File: src/rtl/aurora_20g_enc_gen.sv
// Test-pattern source for the 20G Aurora encoder-word checker: {pattern, seq} words with gaps,
// bursts and backpressure. Optional error injection under `AURORA_ENC_GEN_ERR_INJ_EN.
module aurora_20g_enc_gen #(
   parameter int DATA_WD = 64,
   parameter int GAP_WD  = 16
) (
   input  logic               clk,
   input  logic               rst_n,
   input  logic               cfg_rst,
   input  logic               cfg_start,
   input  logic               cfg_stop,
   input  logic               cfg_mode,
   input  logic [31:0]        cfg_num,
   input  logic [GAP_WD-1:0]  cfg_gap,
`ifdef AURORA_ENC_GEN_ERR_INJ_EN
   input  logic               cfg_err_inj,
`endif
   input  logic               tx_rdy,
   output logic               enc_vld,
   output logic [DATA_WD-1:0] enc_data,
   output logic               busy,
   output logic               done,
   output logic [31:0]        tx_cnt
);

   typedef enum logic [1:0] {S_IDLE, S_SEND, S_GAP} state_t;

   // Fixed pattern sits above the 16-bit seq, truncated or zero-extended at the MSB end.
   localparam logic [DATA_WD+63:0] P_EXT = {{DATA_WD{1'b0}}, 48'hBBBB_CCCC_DDDD, 16'h0000};
   localparam logic [DATA_WD-1:0]  P_PAT = P_EXT[DATA_WD-1:0];

   state_t              r_state, w_nxt;
   logic [15:0]         r_seq;
   logic [31:0]         r_cnt, r_rem, w_rem_nxt;
   logic [GAP_WD-1:0]   r_gap, r_gap_cnt, w_gap_cnt_nxt;
   logic                r_mode, r_stop, w_stop_nxt, r_done, w_done, w_load;
   logic [DATA_WD-1:0]  r_data;
   logic                w_acc, w_hold;
   logic [15:0]         w_seq_nxt, w_mask;

   assign enc_vld   = (r_state == S_SEND);
   assign w_acc     = enc_vld & tx_rdy;
   assign w_hold    = enc_vld & ~tx_rdy;
   assign w_seq_nxt = w_acc ? r_seq + 16'd1 : r_seq;

`ifdef AURORA_ENC_GEN_ERR_INJ_EN
   logic r_inj, w_inj_now, w_new_word;
   assign w_inj_now  = r_inj | cfg_err_inj;
   assign w_new_word = ~w_hold & (w_nxt == S_SEND);
   assign w_mask     = w_inj_now ? 16'hFFFF : 16'h0000;

   // The corruption is baked into r_data when the word is loaded, so it holds through backpressure.
   always_ff @(posedge clk or negedge rst_n) begin
      if (!rst_n)                      r_inj <= 1'b0;
      else if (cfg_rst)                r_inj <= 1'b0;
      else if (w_new_word & w_inj_now) r_inj <= 1'b0;
      else if (cfg_err_inj)            r_inj <= 1'b1;
   end
`else
   assign w_mask = 16'h0000;
`endif

   always_comb begin
      w_nxt         = r_state;
      w_done        = 1'b0;
      w_load        = 1'b0;
      w_stop_nxt    = r_stop;
      w_rem_nxt     = r_rem;
      w_gap_cnt_nxt = r_gap_cnt;
      case (r_state)
         S_IDLE: begin
            w_stop_nxt = 1'b0;
            if (cfg_start) begin
               if (cfg_mode || cfg_num != 32'd0) begin
                  w_nxt     = S_SEND;
                  w_load    = 1'b1;
                  w_rem_nxt = cfg_num;
               end else begin
                  w_done = 1'b1;
               end
            end
         end
         S_SEND: begin
            if (w_acc) begin
               if (r_rem != 32'd0) w_rem_nxt = r_rem - 32'd1;
               if ((!r_mode && r_rem == 32'd1) || r_stop || cfg_stop) begin
                  w_nxt      = S_IDLE;
                  w_done     = 1'b1;
                  w_stop_nxt = 1'b0;
               end else if (r_gap != '0) begin
                  w_nxt         = S_GAP;
                  w_gap_cnt_nxt = r_gap;
               end
            end else if (cfg_stop) begin
               w_stop_nxt = 1'b1;
            end
         end
         S_GAP: begin
            if (cfg_stop) begin
               w_nxt      = S_IDLE;
               w_done     = 1'b1;
               w_stop_nxt = 1'b0;
            end else if (r_gap_cnt <= GAP_WD'(1)) begin
               w_nxt = S_SEND;
            end else begin
               w_gap_cnt_nxt = r_gap_cnt - GAP_WD'(1);
            end
         end
         default: w_nxt = S_IDLE;
      endcase
   end

   always_ff @(posedge clk or negedge rst_n) begin
      if (!rst_n) begin
         r_state <= S_IDLE;   r_seq  <= '0;  r_cnt  <= '0;  r_rem <= '0;
         r_gap   <= '0;       r_gap_cnt <= '0; r_mode <= 1'b0; r_stop <= 1'b0;
         r_done  <= 1'b0;     r_data <= '0;
      end else if (cfg_rst) begin
         r_state <= S_IDLE;   r_seq  <= '0;  r_cnt  <= '0;  r_rem <= '0;
         r_gap   <= '0;       r_gap_cnt <= '0; r_mode <= 1'b0; r_stop <= 1'b0;
         r_done  <= 1'b0;     r_data <= '0;
      end else begin
         r_state   <= w_nxt;
         r_seq     <= w_seq_nxt;
         r_rem     <= w_rem_nxt;
         r_gap_cnt <= w_gap_cnt_nxt;
         r_stop    <= w_stop_nxt;
         r_done    <= w_done;
         if (w_acc && r_cnt != 32'hFFFF_FFFF) r_cnt <= r_cnt + 32'd1;
         if (w_load) begin
            r_gap  <= cfg_gap;
            r_mode <= cfg_mode;
         end
         if (!w_hold)
            r_data <= (w_nxt == S_SEND) ? (P_PAT | DATA_WD'(w_seq_nxt ^ w_mask)) : '0;
      end
   end

   assign enc_data = r_data;
   assign busy     = (r_state != S_IDLE);
   assign done     = r_done;
   assign tx_cnt   = r_cnt;

endmodule

File: config.mk
export PLATFORM = sky130hd
export DESIGN_NAME = aurora_20g_enc_gen
export DESIGN_NICKNAME = d
export VERILOG_FILES = /design/src/rtl/aurora_20g_enc_gen.sv
export SDC_FILE = /design/constraint.sdc
export NUM_CORES = 1
export LEC_CHECK = 0
export ABC_AREA = 1
export CORE_ASPECT_RATIO = 1.1
export CORE_MARGIN = 2
export CORE_UTILIZATION = 59
export DETAILED_ROUTE_END_ITERATION = 7
export PLACE_DENSITY = 0.88
export SLEW_MARGIN = 10
export SYNTH_ARGS = -nofsm -noshare
export SYNTH_HDL_FRONTEND = slang
export SYNTH_SLANG_ARGS = --single-unit
File: constraint.sdc
create_clock -name clk -period 4 [get_ports clk]
set_input_delay 0.8 -clock clk [delete_from_list [all_inputs] [get_ports clk]]
set_output_delay 0.8 -clock clk [all_outputs]
set_load 0.005 [all_outputs]
==> qor.yml <==
synth_top_family_by_area: "simple AND/OR/NAND/NOR gates"
worstSetupStartpoint: "r_state[0]"
seq_area_frac_synth: 0.373
drt-vias-per-instance: 5.60
cts_buffers: 17
crit_path_end_kind: "flop"
synth-edff-count: 0
grt_setup_unrepaired: "false"
power.total_mw: 4.05
grt_pass1_vias: 8749
track_usage: 0.316
die_h_um: 133
power_switching_share: 0.342
rr_worst_depth: 8
io_buffers: 137
synthSimpleGateAreaFrac: 0.377
first_iter_violations: 989
synth_area_um2: 8990
combPwrFrac: 0.226
ant_nets: 0
clk_pin_slew_worst_paths_ps: 60
synth-xor-area-share: 0.0380
drive_above_1_share: 0.0516
dieArea_um2: 16200
worstMarginPinSlew_ps: 1170
multi_input_area_um2: 4640
postRouteWirelength_um: 24900
clock_latency_ps: 440
arrival_ps: 3410
max_cap_violations: 0
status: "finished, final reports clean"
globalRouteOverflowTotal: 0
nets: 1502
synth_mux_area_frac: 0.00111
maxClockFrequency_ghz: 0.324
cts_resized: 0
reg2reg_from: "r_state[0]"
cts_hold_buf: 0
synth_seq_cells: 134
grt_max_degree: 84
postSynthCellCount: 1346
core_um2: 15000
dr.pass1.iters: 6
row_count: 47
synth_compound_area_frac: 0.0829
r2r_end: "r_rem[27]"
cts_setup_buffers: 0
diodes: 0
post-route-period-util: 0.772
relSlewSlack: 0.218
nFillCells: 1262
setup_viol: 0
r2r_setup_slack_ps: 910
fin_skew_ps: 8.98
p_sw_mw: 1.39
drv_slew: 0
async_flop_share: 1.00
grt_first_pass_wirelength_um: 41100
htreeDepth: 4
gp_congestion: 0.946
initial_core_util: 0.600
hold_viol: 0
worst-path-max-fanout: 40
clock_path_buffers: 2
synth.distinct_cells: 43
io_pins: 154
dp_hpwl_um: 17500
num_vias: 9239
drc_errors: 0
worstPathRequired_ps: 4320
syn2layout_area_growth_pct: 19.8
p_leak_nw: 5.08
ys_warn_count: 0
cp-start-kind: "flop"
p_per_area_nw_per_um2: 376
internal-power_mw: 2.67
die_w_um: 122
setup_tns_ps: 0
ir_drop_v: 0.000303
p_clk_frac: 0.392
clkSinkCount: 134
synth_flop_cell: "dfrtp_1"
cts_tree: "built"
synthAdderAreaFrac: 0.00974
post-route-min-period_ps: 3090
worstSetupPathType: "flop to flop"
seqPwrFrac: 0.382
syn_avg_cell_area_um2: 6.68
avgRoutedWirePerCell_um: 15.1
regArea_um2: 3350
antenna_found_initial: 0
cts_root_buf: "clkbuf_16"
min_path_type: "primary input to asynchronous set/reset pin"
## how the worst max path moves through the flow
| stage | endpoint | slack, ps |
|---|---|---|
| after floorplan | r_rem[11] | 1890 |
| after global placement | r_rem[21] | 730 |
| after detailed placement | r_rem[20] | 600 |
| after CTS | r_rem[27] | 1010 |
| after global routing | r_rem[2] | 620 |
| final | r_rem[27] | 910 |
## layout by cell type (no fill, tap or decap), types with 5 or more instances in the layout
master / Yosys / layout
nand2_1: 394 / 394
clkbuf_16: 0 / 17
nor2_2: 5 / 6
clkdlybuf4s50_1: 0 / 135
ha_1: 7 / 7
nor2_1: 219 / 218
inv_8: 0 / 5
xor2_1: 29 / 29
o31ai_1: 5 / 5
xnor2_1: 10 / 10
nand3b_1: 7 / 7
or2_2: 8 / 8
inv_6: 0 / 6
conb_1: 1 / 16
dfrtp_1: 134 / 134
o21ai_0: 70 / 70
nand4_1: 44 / 44
o21ai_1: 16 / 16
buf_4: 47 / 10
a21oi_1: 23 / 23
inv_1: 131 / 131
nand2_2: 7 / 7
nand3_1: 97 / 97
nor3_1: 19 / 19
## per-stage QoR
stage	utilization	instance area (um^2)	hold slack [ps]	std cells	setup WS, ps
floorplan	-	9050	443	1361	1890
global placement	0.680	10200	462	1617	729
detailed placement	0.680	10200	466	1617	603
CTS	0.718	10800	460	1649	1010
global route	0.718	10800	481	1649	618
finish	0.718	10800	406	1649	911
## registers in the layout, summed over array words and instances, names as in the netlist
name,flops
done,1
enc_data,17
r_gap,16
r_gap_cnt,16
r_mode,1
r_rem,32
r_seq,16
r_state,2
r_stop,1
tx_cnt,32
## power by group through the flow
| stage | Sequential (mW) | Clock, mW | Combinational, mW |
|---|---|---|---|
| 4_1_cts | 1.54 | 1.59 | 0.906 |
| 3_5_place_dp | 1.57 | 0 | 0.899 |
| 6_report | 1.55 | 1.59 | 0.917 |
| 2_1_floorplan | 1.54 | 0 | 0.654 |
| 5_1_grt | 1.56 | 1.65 | 1.03 |
| 3_3_place_gp | 1.56 | 0 | 0.877 |
## metal layers
metal | up-vias | GRT usage | part of all wire | routed length [um]
met5 | - | 0 | 0 | 0
met2 | 413 | 0.532 | 0.49 | 12200
li1 | 4422 | - | - | -
met4 | 0 | 0.133 | 0.028 | 705
met1 | 4332 | 0.400 | 0.41 | 10100
met3 | 72 | 0.0578 | 0.075 | 1860
## Yosys cell counts, types with 10 or more instances
| cell | count | area [um^2] |
|---|---|---|
| nor3_1 | 19 | 95.1 |
| nand4_1 | 44 | 275 |
| inv_1 | 131 | 492 |
| a21oi_1 | 23 | 115 |
| nor2_1 | 219 | 822 |
| xor2_1 | 29 | 254 |
| o21ai_1 | 16 | 80.1 |
| buf_4 | 47 | 353 |
| buf_2 | 12 | 60.1 |
| o21ai_0 | 70 | 350 |
| nand3_1 | 97 | 485 |
| dfrtp_1 | 134 | 3350 |
| nand2_1 | 394 | 1480 |
| xnor2_1 | 10 | 87.6 |
| clkbuf_1 | 16 | 60.1 |
## critical path: stages (launching register included)
cell,delay (ps)
dfrtp_1,440
inv_2,100
nor2_4,70
nor2_2,890
nand2_1,340
nand2_2,430
inv_2,410
nor2_1,200
nor2_1,60
## logic make-up (layout without fill, tap and decap cells)
group                      count (synthesis)  in the layout
xor gates and xnor gates                  39             39
adders and majority gates                  7              7
AOI/OAI and AO/OA                        135            135
and+or+nand+nor                          806            806
muxes                                      1              1
DFF                                      134            134
buffers and inverters                    223            315
other                                      1             16
## area by class of cell
| cell class | instances | share of cell area |
|---|---|---|
| Inverter | 136 | 0.0474 |
| Clock inverter | 15 | 0.0147 |
| Multi-Input combinational cell | 1004 | 0.430 |
| Clock buffer | 17 | 0.0395 |
| Sequential cell | 134 | 0.311 |
| Timing Repair Buffer | 147 | 0.134 |
| Tap cell | 196 | 0.0228 |
No activity file was read; power rests on OpenSTA's default activity.
